**config.mk**
```make
export PLATFORM = sky130hd
export DESIGN_NAME = timer_irq_ctrl
export DESIGN_NICKNAME = d
export VERILOG_FILES = /design/src/rtl/timer_irq_ctrl.sv
export SDC_FILE = /design/constraint.sdc
export NUM_CORES = 1
export LEC_CHECK = 0
export ABC_AREA = 1
export BUFFER_PORTS_ARGS = -buffer_cell sky130_fd_sc_hd__buf_2
export CORE_MARGIN = 2
export CORE_UTILIZATION = 38
export DETAILED_ROUTE_END_ITERATION = 10
export GPL_ROUTABILITY_DRIVEN = 0
export GPL_TIMING_DRIVEN = 0
export PLACE_DENSITY = 0.75
export SKIP_LAST_GASP = 1
export SLEW_MARGIN = 20
export SYNTH_ARGS = -nofsm -noshare
export SYNTH_HDL_FRONTEND = slang
export SYNTH_SLANG_ARGS = --single-unit
```
**constraint.sdc**
```tcl
create_clock -name pclk -period 2.1 [get_ports pclk]
set_clock_uncertainty 0.2 [all_clocks]
set_input_delay 0.315 -clock pclk [delete_from_list [all_inputs] [get_ports pclk]]
set_output_delay 0.315 -clock pclk [all_outputs]
set_load 0.05 [all_outputs]
```
**src/rtl/timer_irq_ctrl.sv**
```systemverilog
// ============================================================================
// timer_irq_ctrl
// ----------------------------------------------------------------------------
// APB-programmable interrupt controller for timer interrupt sources.
// Rising edges on irq_i latch into a pending register. Unmasked pending
// sources raise irq_o. Software then claims the winning source through the
// CLAIM register and completes it by writing the same id back to CLAIM.
//
// Register map (paddr[3:2]):
//   0 PEND   - pending bits, write-1-to-clear (a new edge beats the clear)
//   1 MASK   - enable bits, 1 = source enabled
//   2 CLAIM  - read: claim winner (id+1), write: complete (id+1)
//   3 STATUS - [1:0] state, [13:8] active id+1 while in SERVICE
//
// Optional feature:
//   TIMER_IRQ_CTRL_RR_EN - when defined, the winner is chosen round-robin,
//                          starting after the last granted source. When
//                          undefined, the lowest-index source wins.
//
// Ports:
//   pclk, presetn          - clock, asynchronous active-low reset
//   psel, penable, pwrite  - APB control
//   paddr, pwdata          - APB address / write data
//   prdata                 - APB read data (0 outside a read access phase)
//   pready, pslverr        - tied to 1 / 0
//   irq_i                  - level interrupt inputs, IRQ_NUM wide
//   irq_o                  - registered interrupt request to the CPU
// ============================================================================
module timer_irq_ctrl #(
    parameter int IRQ_NUM = 4
) (
    input  logic               pclk,
    input  logic               presetn,
    input  logic               psel,
    input  logic               penable,
    input  logic               pwrite,
    input  logic [31:0]        paddr,
    input  logic [31:0]        pwdata,
    output logic [31:0]        prdata,
    output logic               pready,
    output logic               pslverr,
    input  logic [IRQ_NUM-1:0] irq_i,
    output logic               irq_o
);

    localparam int ID_W = 5;

    localparam logic [1:0] ADDR_PEND   = 2'd0;
    localparam logic [1:0] ADDR_MASK   = 2'd1;
    localparam logic [1:0] ADDR_CLAIM  = 2'd2;
    localparam logic [1:0] ADDR_STATUS = 2'd3;

    typedef enum logic [1:0] {
        IDLE    = 2'd0,
        ARMED   = 2'd1,
        SERVICE = 2'd2
    } state_t;

    state_t              state;
    state_t              state_nxt;
    logic                irq_o_nxt;

    logic [IRQ_NUM-1:0]  irq_q;
    logic [IRQ_NUM-1:0]  pend;
    logic [IRQ_NUM-1:0]  pend_nxt;
    logic [IRQ_NUM-1:0]  mask;
    logic [IRQ_NUM-1:0]  mask_nxt;
    logic [IRQ_NUM-1:0]  irq_rise;
    logic [IRQ_NUM-1:0]  w1c_clr;
    logic [IRQ_NUM-1:0]  claim_clr;
    logic [IRQ_NUM-1:0]  active;
    logic [IRQ_NUM-1:0]  active_nxt;

    logic [ID_W-1:0]     active_id;
    logic [ID_W-1:0]     win_id;
    logic                win_found;

    logic                wr_acc;
    logic                rd_acc;
    logic                claim_rd;
    logic                claim_take;
    logic                complete_hit;

    logic                unused_bits;

    assign pready  = 1'b1;
    assign pslverr = 1'b0;

    // Only paddr[3:2] and the low pwdata bits are decoded.
    assign unused_bits = ^{paddr, pwdata};

    assign wr_acc = psel & penable & pwrite;
    assign rd_acc = psel & penable & ~pwrite;

    assign claim_rd   = rd_acc && (paddr[3:2] == ADDR_CLAIM);
    assign claim_take = claim_rd && (state == ARMED);

    assign complete_hit = wr_acc && (paddr[3:2] == ADDR_CLAIM) &&
                          (pwdata[5:0] == ({1'b0, active_id} + 6'd1));

    assign irq_rise = irq_i & ~irq_q;
    assign w1c_clr  = (wr_acc && (paddr[3:2] == ADDR_PEND)) ? pwdata[IRQ_NUM-1:0] : '0;
    assign mask_nxt = (wr_acc && (paddr[3:2] == ADDR_MASK)) ? pwdata[IRQ_NUM-1:0] : mask;

    // The edge term is OR-ed in last so that a new edge beats a same-cycle clear.
    assign pend_nxt   = (pend & ~(w1c_clr | claim_clr)) | irq_rise;
    assign active     = pend & mask;
    assign active_nxt = pend_nxt & mask_nxt;

    // One-hot clear of the source being claimed.
    always_comb begin
        claim_clr = '0;
        for (int i = 0; i < IRQ_NUM; i++) begin
            if (claim_take && (win_id == ID_W'(i))) begin
                claim_clr[i] = 1'b1;
            end
        end
    end

`ifdef TIMER_IRQ_CTRL_RR_EN
    logic [ID_W-1:0]      last_grant;
    logic [2*IRQ_NUM-1:0] active_dbl;
    logic [IRQ_NUM-1:0]   active_rot;

    // Rotate the request vector so that bit 0 is the source just after
    // last_grant. A fixed-priority search over the rotated vector then
    // gives the round-robin order. Shifting by IRQ_NUM wraps to the identity.
    assign active_dbl = {active, active} >> ({1'b0, last_grant} + 6'd1);
    assign active_rot = active_dbl[IRQ_NUM-1:0];

    always_comb begin
        int idx;
        win_found = 1'b0;
        win_id    = '0;
        idx       = 0;
        for (int k = 0; k < IRQ_NUM; k++) begin
            if (!win_found && active_rot[k]) begin
                win_found = 1'b1;
                idx       = int'(last_grant) + 1 + k;
                if (idx >= IRQ_NUM) begin
                    idx = idx - IRQ_NUM;
                end
                win_id = ID_W'(idx);
            end
        end
    end

    // last_grant remembers the most recent claim, so the next search starts after it.
    always_ff @(posedge pclk or negedge presetn) begin
        if (!presetn) begin
            last_grant <= ID_W'(IRQ_NUM - 1);
        end else if (claim_take) begin
            last_grant <= win_id;
        end
    end
`else
    // Fixed priority: the lowest-index enabled pending source wins.
    always_comb begin
        win_found = 1'b0;
        win_id    = '0;
        for (int i = 0; i < IRQ_NUM; i++) begin
            if (!win_found && active[i]) begin
                win_found = 1'b1;
                win_id    = ID_W'(i);
            end
        end
    end
`endif

    // Input sampling, pending/mask registers and the claimed id.
    always_ff @(posedge pclk or negedge presetn) begin
        if (!presetn) begin
            irq_q     <= '0;
            pend      <= '0;
            mask      <= '0;
            active_id <= '0;
        end else begin
            irq_q <= irq_i;
            pend  <= pend_nxt;
            mask  <= mask_nxt;
            if (claim_take) begin
                active_id <= win_id;
            end
        end
    end

    // State register. irq_o is registered beside it, so it mirrors ARMED
    // without any combinational path from irq_i.
    always_ff @(posedge pclk or negedge presetn) begin
        if (!presetn) begin
            state <= IDLE;
            irq_o <= 1'b0;
        end else begin
            state <= state_nxt;
            irq_o <= irq_o_nxt;
        end
    end

    // ARMED is left as soon as the post-edge PEND & MASK would be empty.
    // Every cycle spent in ARMED therefore has a valid winner for a claim.
    always_comb begin
        state_nxt = state;
        case (state)
            IDLE: begin
                if (|active) begin
                    state_nxt = ARMED;
                end
            end
            ARMED: begin
                if (claim_rd) begin
                    state_nxt = SERVICE;
                end else if (active_nxt == '0) begin
                    state_nxt = IDLE;
                end
            end
            SERVICE: begin
                if (complete_hit) begin
                    state_nxt = IDLE;
                end
            end
            default: state_nxt = IDLE;
        endcase
    end

    // Output decode for the registered interrupt request.
    always_comb begin
        irq_o_nxt = (state_nxt == ARMED);
    end

    // Read mux. The output is zero outside a read access phase.
    always_comb begin
        prdata = '0;
        if (rd_acc) begin
            case (paddr[3:2])
                ADDR_PEND:   prdata[IRQ_NUM-1:0] = pend;
                ADDR_MASK:   prdata[IRQ_NUM-1:0] = mask;
                ADDR_CLAIM: begin
                    if (state == ARMED) begin
                        prdata[5:0] = {1'b0, win_id} + 6'd1;
                    end
                end
                ADDR_STATUS: begin
                    prdata[1:0] = state;
                    if (state == SERVICE) begin
                        prdata[13:8] = {1'b0, active_id} + 6'd1;
                    end
                end
                default: prdata = '0;
            endcase
        end
    end

endmodule

```
==> results of run 1 <==
==> through the flow <==
step	instances	setup slack, ns	utilization (%)	hold WS, ns	TNS [ns]
final	295	-0.232	60.9	0.0954	-0.693
after global placement	262	-0.0592	47.7	0.0463	-0.0898
after floorplan	192	0.00858	-	-0.181	0
after global routing	295	-0.281	60.9	0.0931	-1.05
after detailed placement	262	-0.0843	47.7	0.0501	-0.209
after CTS	288	-0.197	57.5	0.0863	-0.626
==> how the worst min path moves through the flow <==
stage | startpoint | to | slack [ns] | cells after the start
6_report | pwdata[0] | mask[0] | 0.1 | 3
2_1_floorplan | presetn | active_id[0] | -0.18 | 0
4_1_cts | pwdata[0] | mask[0] | 0.09 | 3
5_1_grt | pwdata[0] | mask[0] | 0.09 | 3
3_3_place_gp | presetn | active_id[0] | 0.05 | 1
3_5_place_dp | presetn | state[1] | 0.05 | 1
==> cell usage after synthesis (4+ instances only) <==
master	number
sky130_fd_sc_hd__a21oi_1	6
sky130_fd_sc_hd__buf_4	27
sky130_fd_sc_hd__dfrtp_1	17
sky130_fd_sc_hd__ha_1	5
sky130_fd_sc_hd__inv_1	14
sky130_fd_sc_hd__inv_2	4
sky130_fd_sc_hd__nand2_1	38
sky130_fd_sc_hd__nand2_2	10
sky130_fd_sc_hd__nand3_1	7
sky130_fd_sc_hd__nor2_1	11
sky130_fd_sc_hd__nor2_4	4
sky130_fd_sc_hd__o21ai_0	6
==> cells by family after synthesis <==
family	synth area share [%]
xor+xnor	0.682
flops	33.1
other cells	0.584
simple gates	30.3
fa+ha+maj	4.87
buf+inv	21.0
compound gates	9.45
==> final cells by class <==
class,instances,area share [%]
plain buffers,27,10.1
clock buffers,3,1.13
clock inverters,1,0.375
inverters,18,3.50
multi-input cells,130,41.5
flip-flops and latches,17,21.3
well taps,46,2.88
repair buffers,53,19.2
==> flip-flops by register name (all words and copies together) (netlist names) <==
| signal | count |
|---|---|
| state | 2 |
| mask | 4 |
| irq_o | 1 |
| pend | 4 |
| irq_q | 4 |
| active_id | 2 |
==> routing by layer <==
metal / GRT usage, % / share of wire (%) / up-vias
li1: - / - / 643
met1: 18.6 / 39 / 563
met2: 30.0 / 50 / 58
met3: 4.53 / 8.6 / 6
met4: 5.28 / 1.9 / 0
met5: 0 / 0 / -
==> repair_timing <==
item                                    CTS  global route
resized for setup                        32            13
endpoints found under the hold margin    21             0
buffers inserted                         20             7
pin swaps                                17            16
hold buffers                              5             0
endpoints found under the setup margin    5             5
==> power by group through the flow <==
stage | Sequential (W) | Combinational (W) | Clock (W)
3_3_place_gp | 0.000447 | 0.000483 | 0
4_1_cts | 0.000447 | 0.000657 | 0.000188
5_1_grt | 0.000460 | 0.000828 | 0.000196
6_report | 0.000455 | 0.000772 | 0.000185
2_1_floorplan | 0.000469 | 0.000372 | 0
3_5_place_dp | 0.000448 | 0.000492 | 0
==> worst min-delay path, delay by kind of cell <==
family                 cells  cell delay, ns
AOI/OAI and AO/OA          1            0.06
buffers and inverters      1            0.12
and+or+nand+nor            1            0.07
==> Implementation_results.wiki, run 1 <==
{| class="wikitable"
! Metric !! Value
|-
| Kind of path behind the tightest hold check || in2reg
|-
| Overflow left after global routing || 0
|-
| Origin of the critical flop-to-flop path || mask[0]
|-
| Run status || finished with violations
|-
| Initial standard-cell utilization of the core || 39.1%
|-
| Number of synthesized flops with an enable pin || 0
|-
| Element type at the critical path end || primary output
|-
| Worst voltage drop across the vdd grid || 375 uV
|-
| Overall global routing resource usage || 16.5%
|-
| Clk Tree Root Cell || sky130_fd_sc_hd__clkbuf_4
|-
| Crit-path slowest cell || sky130_fd_sc_hd__dfrtp_1
|-
| Share of flip-flops with an asynchronous set or reset || 100%
|-
| Yosys top cell area share || 33.1%
|-
| Sum of internal, switching and leakage power || 0.00141 W
|-
| Count of inserted antenna diode cells || 0
|-
| Top-level I/O count || 108
|-
| First-pass GRT wire length || 5080 um
|-
| Vertical die dimension || 62.2 um
|-
| Number of synthesized register bits || 17
|-
| Final-report max-slew violation count || 0
|-
| Number of standard cells after synthesis || 167
|-
| Most common cell after layout, fill and taps aside || sky130_fd_sc_hd__buf_4
|-
| Share of synthesized area occupied by flip-flops and latches || 33.1%
|-
| R2R Path End || irq_o
|-
| Commonest cells after routing, fill and taps aside || sky130_fd_sc_hd__buf_4 (47), sky130_fd_sc_hd__nand2_1 (30), sky130_fd_sc_hd__conb_1 (27)
|-
| Fill cell count || 278
|-
| Setup WS post-layout || -0.232 ns
|-
| Worst setup endpoint || prdata[1]
|-
| DR vias || 1270
|-
| Vias in the first global route || 1203
|-
| Portion of total power attributed to combinational logic || 54.6%
|-
| Post-route cell area || 0.00200 sq mm
|-
| Top fanout value on the critical path || 3
|-
| Register-to-Register Path Depth || 16
|-
| Minimum period implied by the final worst setup slack || 2.33 ns
|-
| Post-Synthesis Cell Area || 0.00128 sq mm
|-
| Register-to-register path setup slack || -0.12 ns
|-
| Req. time, crit path || 1.58 ns
|-
| Worst setup path startpoint || mask[0]
|-
| Cell-internal power || 0.000774 W
|-
| Routed length per instance || 11.0 um
|-
| Number of nets still failing antenna checks after routing || 0
|-
| Clock buffer depth || 2
|-
| Total CTS buffers || 3
|-
| Clock power share || 13.1%
|-
| Detail Placement HPWL || 2100 um
|-
| Sum of buffers and inverters on the critical path || 2
|-
| Unrepaired setup endpoints after global routing || yes
|-
| Sinks on the clock net || 17
|-
| Leading area contributor after synthesis || sky130_fd_sc_hd__dfrtp_1
|-
| Final worst path period share || 111%
|-
| Placed inst area || 0.00157 sq mm
|-
| Die ar. || 0.00386 sq mm
|-
| Final number of hold-violating endpoints || 0
|-
| Largest incremental delay on the critical path || 0.41 ns
|-
| Deepest level of the CTS H-tree || 1
|-
| Sequential cell area in the final layout || 427 sq um
|-
| Pwr dens || 706 mW/mm^2
|-
| Critical Setup Path Class || reg2out
|-
| Number of nets in the final layout || 328
|-
| Average size of a mapped cell || 7.69 sq um
|-
| Sequential power share || 32.2%
|-
| Detailed-routing iteration count for the pre-antenna-repair pass || 4
|-
| Row Count || 21
|-
| Family of cells with the greatest summed delay on the critical path || simple AND/OR/NAND/NOR gates
|-
| Share of post-route cells with drive strength above 1 || 52.6%
|-
| Clock slew at the register clock pins of the worst setup and hold paths || 0.10 ns
|-
| Largest net degree at the start of global routing || 18
|-
| Number of violations of the max-capacitance limit || 0
|-
| Die width || 62.2 um
|-
| Yosys warns || 0
|-
| Final setup fails || 5
|-
| Synth cell types || 24
|-
| DRC violation count after routing || 0
|-
| Multi-input logic area || 830 sq um
|-
| Total number of cells along the worst setup path || 8
|-
| Critical-path cell list || nand2_2 > nand2_4 > nor2_4 > inv_2 > ha_4 > nand2_4 > a21oi_4 > buf_6
|-
| Post-detailed-routing wire length || 3250 um
|-
| TritonCTS clock tree || done
|-
| Via-per-instance ratio || 4.31
|-
| Core Footprint || 0.00328 sq mm
|-
| Synth-to-Final Area Change || 55.7%
|-
| Switching power as a share of total power || 45.2%
|-
| Data arrival at the endpoint of the critical path || 1.82 ns
|-
| Violated checks || negative setup slack
|-
| Clock latency reported for the late side of the worst-skew pair || 0.30 ns
|-
| Sort of element at the start of the critical path || flop
|-
| Top FF cell, synth || sky130_fd_sc_hd__dfrtp_1
|-
| Highest clock rate || 429 MHz
|-
| Leakage || 1.05 nW
|-
| Most common cell type on the critical path || sky130_fd_sc_hd__nand2_4
|-
| Cell types with the largest area share after synthesis || sky130_fd_sc_hd__dfrtp_1 (33%), sky130_fd_sc_hd__buf_4 (16%), sky130_fd_sc_hd__nand2_1 (11%)
|-
| Initial antenna violation count || 0
|-
| Port buffer count || 24
|-
| Reported net switching power || 0.000638 W
|-
| Count of routing violations after the opening detailed-route iteration || 29
|}
Power figures use the tool's default switching activity.
==> run 2, diff against run 1 <==
--- a/config.mk
+++ b/config.mk
@@ -13,6 +13,8 @@
 export GPL_ROUTABILITY_DRIVEN = 0
 export GPL_TIMING_DRIVEN = 0
 export PLACE_DENSITY = 0.75
+export RECOVER_POWER = 100
+export SKIP_CTS_REPAIR_TIMING = 1
 export SKIP_LAST_GASP = 1
 export SLEW_MARGIN = 20
 export SYNTH_ARGS = -nofsm -noshare
==> run 2 against run 1 <==
  * The flow still finishes with violations (negative setup slack)
  * First-iteration DRC count down 10%
  * Cell area down 5.7%
  * Non-clock buffer count down 4
  * Critical path type unchanged
  * Largest cell class unchanged
==> Implementation_results.wiki, run 2 (synthesized netlist as in run 1, its figures left out) <==
{| class="wikitable"
! Metric !! Value
|-
| Highest clock rate || 426 MHz (was 429 MHz)
|-
| Setup WS post-layout || -0.246 ns (was -0.232 ns)
|-
| Met1 Use GR || 17.3% (was 18.6%)
|-
| Violated checks || negative setup slack (unchanged)
|-
| Final Util || 57.4% (was 60.9%)
|-
| Leakage || 0.995 nW (was 1.05 nW)
|-
| Worst Hold Slack || 0.0918 ns (was 0.0954 ns)
|-
| Element type at the critical path end || primary output (unchanged)
|-
| Routed length per instance || 9.90 um (was 11.0 um)
|-
| Fin Setup TNS || -0.477 ns (was -0.693 ns)
|-
| TritonCTS clock tree || done (unchanged)
|-
| Data arrival at the endpoint of the critical path || 1.83 ns (was 1.82 ns)
|-
| Critical Setup Path Class || reg2out (unchanged)
|-
| Multi-input logic area || 762 sq um (was 830 sq um)
|-
| Minimum period implied by the final worst setup slack || 2.35 ns (was 2.33 ns)
|-
| Final setup fails || 2 (was 5)
|-
| Relative slew slack || 40.1%
|-
| Run status || finished with violations (unchanged)
|-
| Largest registers || irq_q x4, mask x4, pend x4 (unchanged)
|-
| Final-report max-slew violation count || 0 (unchanged)
|-
| Number of nets in the final layout || 324 (was 328)
|-
| Number of violations of the max-capacitance limit || 0 (unchanged)
|-
| Unrepaired setup endpoints after global routing || yes (unchanged)
|-
| Count of routing violations after the opening detailed-route iteration || 26 (was 29)
|-
| Post-detailed-routing wire length || 2880 um (was 3250 um)
|-
| Register-to-register path setup slack || 0.01 ns (was -0.12 ns)
|-
| Detail Placement HPWL || 2100 um (unchanged)
|-
| Fill cell count || 308 (was 278)
|-
| Detailed-routing iteration count for the pre-antenna-repair pass || 4 (unchanged)
|-
| Pwr dens || 676 mW/mm^2 (was 706 mW/mm^2)
|-
| Port buffer count || 24 (unchanged)
|-
| Initial standard-cell utilization of the core || 39.1% (unchanged)
|-
| Synth-to-Final Area Change || 46.8% (was 55.7%)
|-
| Req. time, crit path || 1.58 ns (about the same)
|-
| Sort of element at the start of the critical path || flop (unchanged)
|-
| Kind of path behind the tightest hold check || in2reg (unchanged)
|-
| Largest net degree at the start of global routing || 18 (unchanged)
|-
| Core Footprint || 0.00328 sq mm (unchanged)
|-
| Most common cell after layout, fill and taps aside || sky130_fd_sc_hd__buf_4 (unchanged)
|-
| Min-Delay Path Depth || 3 (unchanged)
|-
| Commonest cells after routing, fill and taps aside || sky130_fd_sc_hd__buf_4 (46), sky130_fd_sc_hd__nand2_1 (34), sky130_fd_sc_hd__conb_1 (27) (was sky130_fd_sc_hd__buf_4 (47), sky130_fd_sc_hd__nand2_1 (30), sky130_fd_sc_hd__conb_1 (27))
|-
| Hold path startpoint || pwdata[0] (unchanged)
|-
| Top fanout value on the critical path || 3 (unchanged)
|-
| Die width || 62.2 um (unchanged)
|-
| Vias in the first global route || 980 (was 1203)
|-
| Via-per-instance ratio || 4.16 (was 4.31)
|-
| Sum of internal, switching and leakage power || 0.00128 W (was 0.00141 W)
|-
| Met3 Track Usage GR || 4.53% (unchanged)
|-
| Vertical die dimension || 62.2 um (unchanged)
|-
| Final worst path period share || 112% (was 111%)
|-
| Final number of hold-violating endpoints || 0 (unchanged)
|-
| R2R Path End || irq_o (unchanged)
|-
| DR vias || 1211 (was 1270)
|-
| Worst voltage drop across the vdd grid || 372 uV (was 375 uV)
|-
| Row Count || 21 (unchanged)
|-
| Overflow left after global routing || 0 (unchanged)
|-
| Worst setup path startpoint || pend[1] (was mask[0])
|-
| Origin of the critical flop-to-flop path || pend[2] (was mask[0])
|-
| Busiest grt layer || met2 (unchanged)
|-
| DRC violation count after routing || 0 (unchanged)
|-
| Transition time of the tightest slew-check pin || 0.898 ns
|-
| Clock buffer depth || 2 (unchanged)
|-
| Worst slack at placement || -0.0843 ns (unchanged)
|-
| Met2 usage in global routing || 20.9% (was 30.0%)
|-
| Clock latency reported for the late side of the worst-skew pair || 0.30 ns (about the same)
|-
| Sequential cell area in the final layout || 427 sq um (unchanged)
|-
| Share of post-route cells with drive strength above 1 || 47.3% (was 52.6%)
|-
| Initial antenna violation count || 0 (unchanged)
|-
| Total CTS buffers || 3 (unchanged)
|-
| Register-to-Register Path Depth || 16 (unchanged)
|-
| Top-level I/O count || 108 (unchanged)
|-
| Number of nets still failing antenna checks after routing || 0 (unchanged)
|-
| Die ar. || 0.00386 sq mm (unchanged)
|-
| Capture endpoint of the worst hold path || mask[0] (unchanged)
|-
| Deepest level of the CTS H-tree || 1 (unchanged)
|-
| Clk Tree Root Cell || sky130_fd_sc_hd__clkbuf_4 (unchanged)
|-
| First-pass GRT wire length || 4130 um (was 5080 um)
|-
| Clock slew at the register clock pins of the worst setup and hold paths || 0.10 ns (about the same)
|-
| Count of inserted antenna diode cells || 0 (unchanged)
|-
| Sinks on the clock net || 17 (unchanged)
|-
| Overall global routing resource usage || 13.4% (was 16.5%)
|}
run 2: worst max path at each step:
stage | endpoint | slack [ns] | depth (start not counted)
6_report | prdata[1] | -0.25 | 8
5_1_grt | prdata[2] | -0.34 | 11
4_1_cts | prdata[2] | -0.43 | 10
3_5_place_dp | prdata[2] | -0.08 | 10
3_3_place_gp | prdata[2] | -0.06 | 11
2_1_floorplan | prdata[1] | 0.009 | 7
run 2: stage by stage:
step           instance area [sq um]  std cells
3_3_place_gp                    1570        262
2_1_floorplan                   1390        192
4_1_cts                         1600        266
3_5_place_dp                    1570        262
5_1_grt                         1890        291
6_report                        1890        291
run 2: critical path, stage by stage, from the launching register on:
cell and delay (ns):
sky130_fd_sc_hd__dfrtp_1 0.41, sky130_fd_sc_hd__nand2_1 0.12, sky130_fd_sc_hd__nand2_1 0.12, sky130_fd_sc_hd__nor2_4 0.15, sky130_fd_sc_hd__inv_2 0.08, sky130_fd_sc_hd__ha_4 0.26, sky130_fd_sc_hd__nand2_2 0.05, sky130_fd_sc_hd__a21oi_2 0.16
sky130_fd_sc_hd__buf_6 0.18
run 2: layout make-up:
| type | instances | share of cell area (%) |
|---|---|---|
| multi-input combinational | 130 | 40.4 |
| timing repair buffer | 49 | 18.0 |
| sequential | 17 | 22.6 |
| tap | 46 | 3.05 |
| clock inverter | 1 | 0.398 |
| inverter | 18 | 3.58 |
| clock buffer | 3 | 1.19 |
| buffer | 27 | 10.7 |
run 2: power by group:
part | internal (W) | total, W | leakage [nW] | switching [W]
sequential | 0.000389 | 0.000442 | 0.193 | 0.0000531
clock | 0.0000727 | 0.000183 | 0.0139 | 0.000111
combinational | 0.000243 | 0.000651 | 0.788 | 0.000407
total | 0.000705 | 0.00128 | 0.995 | 0.000571
run 2: routing by layer:
metal	vias to the layer above	wire, um
met5	-	0
met4	0	30
met3	4	241
met2	49	1390
met1	521	1220
li1	637	-
